File: src/rtl/mips_alu_issue_pkg.sv
// mips_alu_issue_pkg
//   Shared definitions for the ALU issue stage and the ALU itself:
//   - alu_op codes from the main decoder
//   - R-type funct codes understood by the ALU
//   - ALU control encodings (alu_ctl_e)
//   - issue-register state encoding
//   - alu_decode(): maps (alu_op, funct) to an ALU control code
package mips_alu_issue_pkg;

   localparam logic [1:0] ALUOP_ADD   = 2'b00;
   localparam logic [1:0] ALUOP_SUB   = 2'b01;
   localparam logic [1:0] ALUOP_FUNCT = 2'b10;
   localparam logic [1:0] ALUOP_ORI   = 2'b11;

   localparam logic [5:0] FUNCT_ADD = 6'h20;
   localparam logic [5:0] FUNCT_SUB = 6'h22;
   localparam logic [5:0] FUNCT_AND = 6'h24;
   localparam logic [5:0] FUNCT_OR  = 6'h25;
   localparam logic [5:0] FUNCT_NOR = 6'h27;
   localparam logic [5:0] FUNCT_SLT = 6'h2A;

   typedef enum logic [3:0] {
      ALU_AND     = 4'd0,
      ALU_OR      = 4'd1,
      ALU_ADD     = 4'd2,
      ALU_SUB     = 4'd3,
      ALU_SLT     = 4'd4,
      ALU_NOR     = 4'd5,
      ALU_ILLEGAL = 4'd15
   } alu_ctl_e;

   typedef enum logic {
      ST_EMPTY = 1'b0,
      ST_FULL  = 1'b1
   } issue_state_e;

   // ALU_ILLEGAL is produced only for an unknown funct under ALUOP_FUNCT,
   // so callers may derive the illegal flag from the returned code.
   function automatic alu_ctl_e alu_decode(input logic [1:0] op,
                                           input logic [5:0] funct);
      alu_ctl_e ctl;
      ctl = ALU_ILLEGAL;
      case (op)
         ALUOP_ADD: ctl = ALU_ADD;
         ALUOP_SUB: ctl = ALU_SUB;
         ALUOP_ORI: ctl = ALU_OR;
         default: begin
            case (funct)
               FUNCT_AND: ctl = ALU_AND;
               FUNCT_OR:  ctl = ALU_OR;
               FUNCT_ADD: ctl = ALU_ADD;
               FUNCT_SUB: ctl = ALU_SUB;
               FUNCT_SLT: ctl = ALU_SLT;
               FUNCT_NOR: ctl = ALU_NOR;
               default:   ctl = ALU_ILLEGAL;
            endcase
         end
      endcase
      return ctl;
   endfunction

endpackage

File: src/rtl/mips_fwd_mux.sv
// mips_fwd_mux
//   Operand forwarding select for one source register. EX/MEM wins over
//   MEM/WB; register 0 is never forwarded.
//   Ports:
//     addr_i        source register number
//     rf_data_i     register-file read data
//     exmem_wr_i/rd_i/data_i   EX/MEM writeback candidate
//     memwb_wr_i/rd_i/data_i   MEM/WB writeback candidate
//     data_o        selected operand
module mips_fwd_mux
   import mips_alu_issue_pkg::*;
#(
   parameter int LEN = 32
) (
   input  logic [4:0]     addr_i,
   input  logic [LEN-1:0] rf_data_i,
   input  logic           exmem_wr_i,
   input  logic [4:0]     exmem_rd_i,
   input  logic [LEN-1:0] exmem_data_i,
   input  logic           memwb_wr_i,
   input  logic [4:0]     memwb_rd_i,
   input  logic [LEN-1:0] memwb_data_i,
   output logic [LEN-1:0] data_o
);

   logic nz;
   logic hit_exmem;
   logic hit_memwb;

   assign nz        = (addr_i != 5'd0);
   assign hit_exmem = nz && exmem_wr_i && (exmem_rd_i == addr_i);
   assign hit_memwb = nz && memwb_wr_i && (memwb_rd_i == addr_i);

   always_comb begin
      data_o = rf_data_i;
      if (hit_exmem)      data_o = exmem_data_i;
      else if (hit_memwb) data_o = memwb_data_i;
   end

endmodule

File: src/rtl/mips_alu_issue.sv
// mips_alu_issue
//   One-entry issue register between decode and the ALU. Decodes the ALU
//   control code, resolves operand forwarding at accept time and holds the
//   result under valid/ready backpressure.
//   Ports:
//     clk, rst_n                    clock, asynchronous active-low reset
//     in_valid / in_ready           handshake from decode
//     alu_op, funct                 operation selection
//     rs/rt/rd_addr, rs/rt_data     register operands
//     imm, alu_src                  immediate and B-operand select
//     exmem_*, memwb_*              forwarding sources
//     flush                         discard held / incoming entry
//     out_valid / out_ready         handshake to the ALU
//     alu_ctl, alu_a, alu_b, dest, illegal   registered issue outputs
module mips_alu_issue
   import mips_alu_issue_pkg::*;
#(
   parameter int LEN = 32
) (
   input  logic           clk,
   input  logic           rst_n,
   input  logic           in_valid,
   output logic           in_ready,
   input  logic [1:0]     alu_op,
   input  logic [5:0]     funct,
   input  logic [4:0]     rs_addr,
   input  logic [4:0]     rt_addr,
   input  logic [4:0]     rd_addr,
   input  logic [LEN-1:0] rs_data,
   input  logic [LEN-1:0] rt_data,
   input  logic [15:0]    imm,
   input  logic           alu_src,
   input  logic           exmem_wr,
   input  logic [4:0]     exmem_rd,
   input  logic [LEN-1:0] exmem_data,
   input  logic           memwb_wr,
   input  logic [4:0]     memwb_rd,
   input  logic [LEN-1:0] memwb_data,
   input  logic           flush,
   output logic           out_valid,
   input  logic           out_ready,
   output logic [3:0]     alu_ctl,
   output logic [LEN-1:0] alu_a,
   output logic [LEN-1:0] alu_b,
   output logic [4:0]     dest,
   output logic           illegal
);

   issue_state_e   state_q, state_d;
   logic           load;
   logic           accept;

   alu_ctl_e       ctl_d, ctl_q;
   logic [LEN-1:0] a_d, a_q;
   logic [LEN-1:0] b_d, b_q;
   logic [LEN-1:0] rt_fwd;
   logic [4:0]     dest_d, dest_q;
   logic           ill_d, ill_q;

   assign in_ready = (state_q == ST_EMPTY) || out_ready;
   assign accept   = in_valid && in_ready;

   mips_fwd_mux #(.LEN(LEN)) u_fwd_rs (
      .addr_i       (rs_addr),
      .rf_data_i    (rs_data),
      .exmem_wr_i   (exmem_wr),
      .exmem_rd_i   (exmem_rd),
      .exmem_data_i (exmem_data),
      .memwb_wr_i   (memwb_wr),
      .memwb_rd_i   (memwb_rd),
      .memwb_data_i (memwb_data),
      .data_o       (a_d)
   );

   mips_fwd_mux #(.LEN(LEN)) u_fwd_rt (
      .addr_i       (rt_addr),
      .rf_data_i    (rt_data),
      .exmem_wr_i   (exmem_wr),
      .exmem_rd_i   (exmem_rd),
      .exmem_data_i (exmem_data),
      .memwb_wr_i   (memwb_wr),
      .memwb_rd_i   (memwb_rd),
      .memwb_data_i (memwb_data),
      .data_o       (rt_fwd)
   );

   // ORI zero-extends its immediate; every other immediate form sign-extends.
   always_comb begin
      ctl_d  = alu_decode(alu_op, funct);
      ill_d  = (ctl_d == ALU_ILLEGAL);
      b_d    = rt_fwd;
      dest_d = rd_addr;
      if (alu_src) begin
         dest_d = rt_addr;
         if (alu_op == ALUOP_ORI) b_d = {{(LEN-16){1'b0}}, imm};
         else                     b_d = {{(LEN-16){imm[15]}}, imm};
      end
   end

   // Flush beats a simultaneous accept: the incoming op is dropped and the
   // data registers are not reloaded.
   always_comb begin
      state_d = state_q;
      load    = 1'b0;
      if (flush) begin
         state_d = ST_EMPTY;
      end else if (accept) begin
         state_d = ST_FULL;
         load    = 1'b1;
      end else if ((state_q == ST_FULL) && out_ready) begin
         state_d = ST_EMPTY;
      end
   end

   always_ff @(posedge clk or negedge rst_n) begin
      if (!rst_n) state_q <= ST_EMPTY;
      else        state_q <= state_d;
   end

   // Payload is captured only on load, so a stalled entry keeps the
   // forwarding values it saw at accept.
   always_ff @(posedge clk or negedge rst_n) begin
      if (!rst_n) begin
         ctl_q  <= ALU_AND;
         a_q    <= '0;
         b_q    <= '0;
         dest_q <= '0;
         ill_q  <= 1'b0;
      end else if (load) begin
         ctl_q  <= ctl_d;
         a_q    <= a_d;
         b_q    <= b_d;
         dest_q <= dest_d;
         ill_q  <= ill_d;
      end
   end

   assign out_valid = (state_q == ST_FULL);
   assign alu_ctl   = ctl_q;
   assign alu_a     = a_q;
   assign alu_b     = b_q;
   assign dest      = dest_q;
   assign illegal   = ill_q;

endmodule

File: config.mk
export PLATFORM = sky130hd
export DESIGN_NAME = mips_alu_issue
export DESIGN_NICKNAME = d
export VERILOG_FILES = /design/src/rtl/mips_alu_issue_pkg.sv /design/src/rtl/mips_fwd_mux.sv /design/src/rtl/mips_alu_issue.sv
export SDC_FILE = /design/constraint.sdc
export NUM_CORES = 1
export LEC_CHECK = 0
export CAP_MARGIN = 5
export CORE_MARGIN = 2
export CORE_UTILIZATION = 37
export DETAILED_ROUTE_END_ITERATION = 12
export GPL_TIMING_DRIVEN = 1
export PLACE_DENSITY = 0.86
export SLEW_MARGIN = 10
export SYNTH_ARGS = -nofsm -noshare
export SYNTH_HDL_FRONTEND = slang
export SYNTH_HIERARCHICAL = 1
export SYNTH_SLANG_ARGS = --single-unit
export TNS_END_PERCENT = 1
File: constraint.sdc
create_clock -name clk -period 1.15 [get_ports clk]
set_input_delay 0.23 -clock clk [delete_from_list [all_inputs] [get_ports clk]]
set_output_delay 0.23 -clock clk [all_outputs]
set_load 0.005 [all_outputs]
==> impl_results.md, run 1 <==
* DR WL/cell at 21.2 µm
* XOR/XNOR Fraction of Synth Area at 3.43%
* Worst path required time at 1.38 ns
* Detailed placer's ending HPWL at 16,700 µm
* Layout Cells excl Fill at 1,158
* Initial antenna violation count at 0
* Num CTS Buffers at 9
* Largest net degree at the start of global routing at 76
* Post-synth EDFFs at 0
* Number of top-level pins at 261
* Clk root buf: clkbuf_16
* Met3 routed WL at 2530 µm
* Met2 Routed Length at 11,700 µm
* Overflow after GRT at 0
* Final Skew at 0.00632 ns
* R2r endpoint: alu_b[15]
* Worst Path Class, Setup: in2reg
* Post-Synthesis Net Count at 859
* Compound-gate portion of the synthesized area at 22.5%
* Cells after Synth at 674
* Crit start category: input port
* TritonCTS clock tree: done
* Top cell type's share of synthesized area at 36.7%
* Slew HR at 70.8%
* Reg-to-Reg Start: out_valid
* Post-synthesis average cell area at 7.58 µm²
* Static leakage power at 3.94 nW
* Fmax at 592 MHz
* Synth Area in Simple Gates at 25.8%
* Seq cells post-synth at 75
* Die area at 0.0148 mm²
* Failing checks: setup timing
* Global-route wire length before repair at 35,400 µm
* Highest fanout seen on the critical path at 13
* Share of cells above drive strength 1 at 25.1%
* Worst reg-to-reg setup slack at -0.20 ns
* Final Setup Violations at 76
* DRT iter0 DRCs at 922
* Pre-CTS setup slack at -1.23 ns
* Min-delay src: rt_addr[4]
* Clock period minus worst slack at 1.69 ns
* WHS Path Cells at 4
* Largest family of logic cells by synthesized area: simple AND/OR/NAND/NOR gates
* Top cell type by total area after synthesis: dfrtp_1
* Arrival time at the worst endpoint at 1.92 ns
* H-tree Lvls at 3
* Clk buf depth at 2
* Min-delay worst type: in2reg
* Chip Height at 122 µm
* Max Cap Viol at 0
* Die width at 122 µm
* Post-route DRC at 0
* Mean number of vias per cell at 5.87
* Std-Cell Rows at 42
* IO Port Bufs at 260
* Routability cong. at 1.00
* R2R depth at 5
* Maximum vdd ir drop at 0.000666 V
* Antenna diodes at 0
* Final WS setup at -0.538 ns
* Post-synth ARST share at 100%
* Hold path endpoint: dest[4]
* Mapped cell area at 0.00511 mm²
* Fin. max-slew vios at 0
* Crit end category: flip-flop
* Outcome: complete, but fails checks
* Final worst-path cycle share at 147%
* Synth Flop Type: dfrtp_1
* Clk Latency, worst-skew pair at 0.34 ns
* Slew @ Worst Pin at 0.438 ns
* Post-synthesis adder-cell area fraction at 0%
* Top layer in use: met4
* Wl on met1 at 9300 µm
* Synth cell types at 38
* Mux share of post-synthesis cell area at 4.53%
* Fill cells at 1,117
* Core area at 0.0133 mm²
* Antenna-violating nets left at 0
* RSZ-0062 raised after global routing: yes
* WL final at 24,600 µm
* Initial Util at 38.3%
* Vias in the first global route at 6,467
* Vias at 6,793
* Synth top area cells: dfrtp_1, nand2_1, a31oi_1, o21ai_0, nand3_1
* Yosys synthesis warning count at 6
* First-pass DRT Iterations at 6
* Final net count at 1,162
* Total track usage at 31.1%
* Register area share after synthesis at 36.7%
* Clock transition at path regs at 0.06 ns
* Placed Instances at 1,113
* PD cells at 1040 mW/mm²
* Layout area overhead at 78.3%
* Sink Count at 75
* Final hold violations at 0
==> cell type report <==
| class | instances | area [µm²] | share of cell area, % |
|---|---|---|---|
| flip-flops and latches | 75 | 1880 | 20.6 |
| well taps | 176 | 220 | 2.42 |
| multi-input cells | 529 | 3150 | 34.6 |
| clock buffers | 9 | 225 | 2.47 |
| clock inverters | 7 | 68.8 | 0.756 |
| inverters | 3 | 11.3 | 0.124 |
| repair buffers | 359 | 3550 | 39.0 |
==> per-layer routing <==
layer,vias up,global-route usage [%]
li1,3037,-
met1,3141,39.4
met2,518,51.5
met3,97,6.06
met4,0,13.9
met5,-,0
==> report_power, final <==
group	leakage, nW	internal, mW	switching [mW]
Sequential	0.931	3.05	0.254
Clock	0.141	1.67	1.23
Combinational	2.87	1.72	1.56
Total	3.94	6.45	3.04
==> through the flow <==
| step | util, % | hold slack [ns] | total power [mW] | TNS (ns) | cell area, µm² |
|---|---|---|---|---|---|
| 2_1_floorplan | - | -0.0656 | 4.39 | -34.67 | 5130 |
| 6_report | 68.2 | 0.297 | 9.49 | -30.77 | 9110 |
| 3_3_place_gp | 62.3 | 0.289 | 6.54 | -74.08 | 8310 |
| 5_1_grt | 68.2 | 0.337 | 9.91 | -34.95 | 9110 |
| 4_1_cts | 66.5 | 0.332 | 9.35 | -35.88 | 8880 |
| 3_5_place_dp | 62.3 | 0.288 | 6.61 | -78.79 | 8310 |
==> critical path: stages <==
cell and delay, ns:
buf_6 0.09, or4_4 0.59, buf_6 0.15, o211a_4 0.25, buf_8 0.15, nand3_1 0.08
a31oi_1 0.10, a21oi_1 0.19, o21ai_1 0.08
==> registers in the layout (all words and copies together), names as in the netlist <==
signal / flops
out_valid: 1
alu_b: 32
dest: 5
alu_ctl: 4
illegal: 1
alu_a: 32
==> layout by cell type (no fill, tap or decap), types with 4 or more instances in the layout <==
master	n
o21ai_0	45
nand4_1	4
xnor2_1	11
xnor2_2	8
nor2_1	6
a31oi_1	56
o21ai_2	6
dlygate4sd2_1	8
clkbuf_2	51
o21ai_1	51
nand2_1	134
dfrtp_1	75
clkbuf_16	16
clkdlybuf4s50_1	159
buf_4	39
nand3_1	61
a21oi_1	18
nor3_1	64
buf_6	22
mux2i_1	22
buf_12	21
o211ai_4	4
buf_2	29
buf_8	11
dlymetal6s2s_1	7
a31oi_2	8
==> worst max-delay path by stage <==
stage	start	to
CTS	rs_addr[3]	alu_a[3]
global placement	rt_addr[3]	alu_b[14]
global route	rt_addr[4]	alu_b[17]
floorplan	rt_addr[3]	alu_b[16]
detailed placement	rt_addr[3]	alu_b[26]
finish	rt_addr[4]	alu_b[26]
==> cell families after synthesis <==
| family | count (synthesis) |
|---|---|
| xor+xnor | 20 |
| simple gates | 287 |
| flops | 75 |
| mux | 23 |
| buf+inv | 70 |
| compound gates | 199 |
==> timing repair <==
item	in CTS	in global routing
buffers inserted	12	5
cloned	5	8
hold buffers	1	0
endpoints found under the setup margin	149	122
pin swaps	14	52
hold endpoints to repair	75	0
gates resized for setup	280	129
==> cell usage after synthesis (6+ instances only) <==
| cell | count |
|---|---|
| nor3_1 | 64 |
| o21ai_0 | 81 |
| dfrtp_1 | 75 |
| xnor2_1 | 20 |
| buf_2 | 22 |
| buf_4 | 10 |
| clkbuf_2 | 6 |
| a21oi_1 | 18 |
| a31oi_1 | 67 |
| nand3_1 | 64 |
| nor2_1 | 6 |
| nand2_1 | 134 |
| mux2i_1 | 22 |
| o21ai_1 | 21 |
| clkbuf_1 | 26 |
Note: power is estimated with default switching activity, not from simulation.
==> run 2: changes to the inputs <==
--- a/config.mk
+++ b/config.mk
@@ -6,11 +6,13 @@
 export NUM_CORES = 1
 export LEC_CHECK = 0
 export CAP_MARGIN = 5
+export CELL_PAD_IN_SITES_DETAIL_PLACEMENT = 0
+export CELL_PAD_IN_SITES_GLOBAL_PLACEMENT = 1
 export CORE_MARGIN = 2
-export CORE_UTILIZATION = 37
+export CORE_UTILIZATION = 25
 export DETAILED_ROUTE_END_ITERATION = 12
 export GPL_TIMING_DRIVEN = 1
-export PLACE_DENSITY = 0.86
+export PLACE_DENSITY = 0.85
 export SLEW_MARGIN = 10
 export SYNTH_ARGS = -nofsm -noshare
 export SYNTH_HDL_FRONTEND = slang
==> impl_results.md, run 2 (synthesis gave the netlist of run 1 again) <==
* Clock period minus worst slack at 1.68 ns (-0.00431 ns)
* WL final at 24,100 µm (-1.7%)
* Clk buf depth at 2 (unchanged)
* Largest net degree at the start of global routing at 76 (unchanged)
* H-tree Lvls at 3 (unchanged)
* Post-route DRC at 0 (unchanged)
* Arrival time at the worst endpoint at 1.91 ns (about the same)
* Switching part of the total power at 31.4% (-0.65 points)
* Core Util, Final at 43.7% (-25 points)
* Highest-count cells in the layout ignoring fill and taps: clkdlybuf4s50_1, nand2_1, dfrtp_1, a31oi_1, nand3_1
* Slew HR at 70.9% (+0.084 points)
* Std-Cell Rows at 52 (+24%)
* Detailed placer's ending HPWL at 17,700 µm (+5.8%)
* Total track usage at 21.8% (-9.3 points)
* Comb pwr share at 33.5% (-1.1 points)
* Final WS setup at -0.533 ns (+0.00431 ns)
* TritonCTS clock tree: done
* Clk root buf: clkbuf_16
* Outcome: complete, but fails checks
* Highest fanout seen on the critical path at 16 (+3)
* Clk Latency, worst-skew pair at 0.34 ns (about the same)
* DR WL/cell at 19.5 µm (-8.2%)
* PD cells at 1060 mW/mm² (+2.0%)
* Slew @ Worst Pin at 0.437 ns (-0.00126 ns)
* Crit start category: input port
* Initial antenna violation count at 0 (unchanged)
* Initial Util at 25.3% (-13 points)
* Global-route wire length before repair at 36,500 µm (+3.0%)
* Die area at 0.0216 mm² (+46%)
* Antenna-violating nets left at 0 (unchanged)
* Number of top-level pins at 261 (unchanged)
* Antenna diodes at 0 (unchanged)
* Maximum vdd ir drop at 0.000767 V (+15%)
* Pre-CTS setup slack at -1.30 ns (-0.0679 ns)
* Vias in the first global route at 6,307 (-2.5%)
* Overflow after GRT at 0 (unchanged)
* Routability cong. at 0.865 (-14%)
* Min-delay worst type: in2reg
* Max Cap Viol at 0 (unchanged)
* Power consumption at 9.36 mW (-1.4%)
* Mean number of vias per cell at 5.09 (-13%)
* Die width at 147 µm (+21%)
* Final net count at 1,150 (-1.0%)
* Layout area overhead at 72.5%
* DP Area at 0.00851 mm² (+2.4%)
* Core area at 0.0202 mm² (+51%)
* Num CTS Buffers at 9 (unchanged)
* Fmax at 594 MHz (+0.26%)
* Crit end category: flip-flop
* Worst Path Class, Setup: in2reg
* Static leakage power at 3.74 nW (-5.1%)
* Clock transition at path regs at 0.06 ns (about the same)
* First-pass DRT Iterations at 5 (-1)
* IO Port Bufs at 260 (unchanged)
* Clock group share of total power at 31.4% (+0.8 points)
* Cell area after layout at 0.00881 mm² (-3.2%)
* Flop pwr share at 35.1% (+0.2 points)
* Sink Count at 75 (unchanged)
* RSZ-0062 raised after global routing: yes
* DRT iter0 DRCs at 442 (-52%)
* Total Neg Setup Slack at -28.24 ns (+2.53 ns)
* Most common cell after layout, fill and taps aside: clkdlybuf4s50_1
* Final Skew at 0.00980 ns (+0.00347 ns)
* Final hold violations at 0 (unchanged)
* Fin. max-slew vios at 0 (unchanged)
* Vias at 6,313 (-7.1%)
* Worst path required time at 1.37 ns (about the same)
* Chip Height at 147 µm (+21%)
* Failing checks: setup timing
* Final worst-path cycle share at 146% (-0.37 points)
* Share of cells above drive strength 1 at 23.0% (-2.1 points)
* Internal Pwr Total at 6.42 mW (-0.41%)
* P_sw at 2.94 mW (-3.4%)
* Final Setup Violations at 73 (-3.9%)
[run 2: changes by cell type in the layout (fill, tap and decap cells not counted), moves of 6 or more]
cell and delta:
buf_4 +10, buf_2 +7, buf_6 -10, nor3_2 +6, nor3_1 -6, a31oi_1 +8
clkbuf_16 -7, buf_8 -9, o21ai_1 +9, o21ai_0 -9
[run 2: final timing paths]
check / from / to / slack, ns / cells after the start
min in group asynchronous: rst_n / alu_a[16] / 0.47 / 3
max in group asynchronous: rst_n / out_valid / 0.35 / 3
worst min register to register: alu_a[19] / alu_a[19] / 0.47 / 2
worst max-delay path: rt_addr[4] / alu_b[5] / -0.53 / 8
worst max register to register: out_valid / alu_b[4] / -0.17 / 7
worst min-delay path: rt_addr[1] / dest[1] / 0.31 / 4
[run 2: worst max-delay path, stage by stage]
cell and delay, ns:
buf_2 0.11, or4_4 0.58, o211ai_4 0.23, or2_4 0.22, buf_12 0.17, a31oi_1 0.12
mux2i_1 0.17, o21ai_1 0.08
[run 2: repair_timing]
item | CTS | global route
hold endpoints to repair | 75 | 0
hold buffers | 1 | 0
setup endpoints to repair | 149 | 121
resized for setup | 303 | 70
cloned | 4 | 0
pin swaps | 44 | 43
buffers inserted | 14 | 0
[run 2: stage by stage]
stage | hold WS, ns | cells
finish | 0.314 | 1240
CTS | 0.297 | 1240
global route | 0.315 | 1240
global placement | 0.288 | 1206
detailed placement | 0.293 | 1206
floorplan | -0.0656 | 674
[run 2: area by class of cell]
cell class | count | area (µm²)
clock inverters | 6 | 65.1
clock buffers | 10 | 239
well taps | 270 | 338
flip-flops and latches | 75 | 1880
fillers | 2068 | 11400
repair buffers | 347 | 3240
multi-input cells | 529 | 3050
inverters | 3 | 11.3
[run 2: metal layers]
metal  GRT usage (%)  vias up  wire length [µm]
met2            36.0      338             11300
met5               0        -                 0
met4            7.74        0               726
met3            5.16       49              1970
met1            28.0     2923             10200
li1                -     3003                 -
[run 2: power groups by stage]
stage | combinational (mW) | clock (mW) | sequential, mW
after floorplan | 1.05 | 0 | 3.35
after detailed placement | 3.35 | 0 | 3.34
after global routing | 3.40 | 3.13 | 3.35
after CTS | 3.25 | 3.02 | 3.29
after global placement | 3.32 | 0 | 3.34
final | 3.14 | 2.94 | 3.29
==> run 3: changes to the inputs <==
--- a/config.mk
+++ b/config.mk
@@ -11,7 +11,6 @@
 export CORE_MARGIN = 2
 export CORE_UTILIZATION = 25
 export DETAILED_ROUTE_END_ITERATION = 12
-export GPL_TIMING_DRIVEN = 1
 export PLACE_DENSITY = 0.85
 export SLEW_MARGIN = 10
 export SYNTH_ARGS = -nofsm -noshare
==> results of run 3 <==
Same layout as run 2: the final DEF is identical, and so are final timing and power.
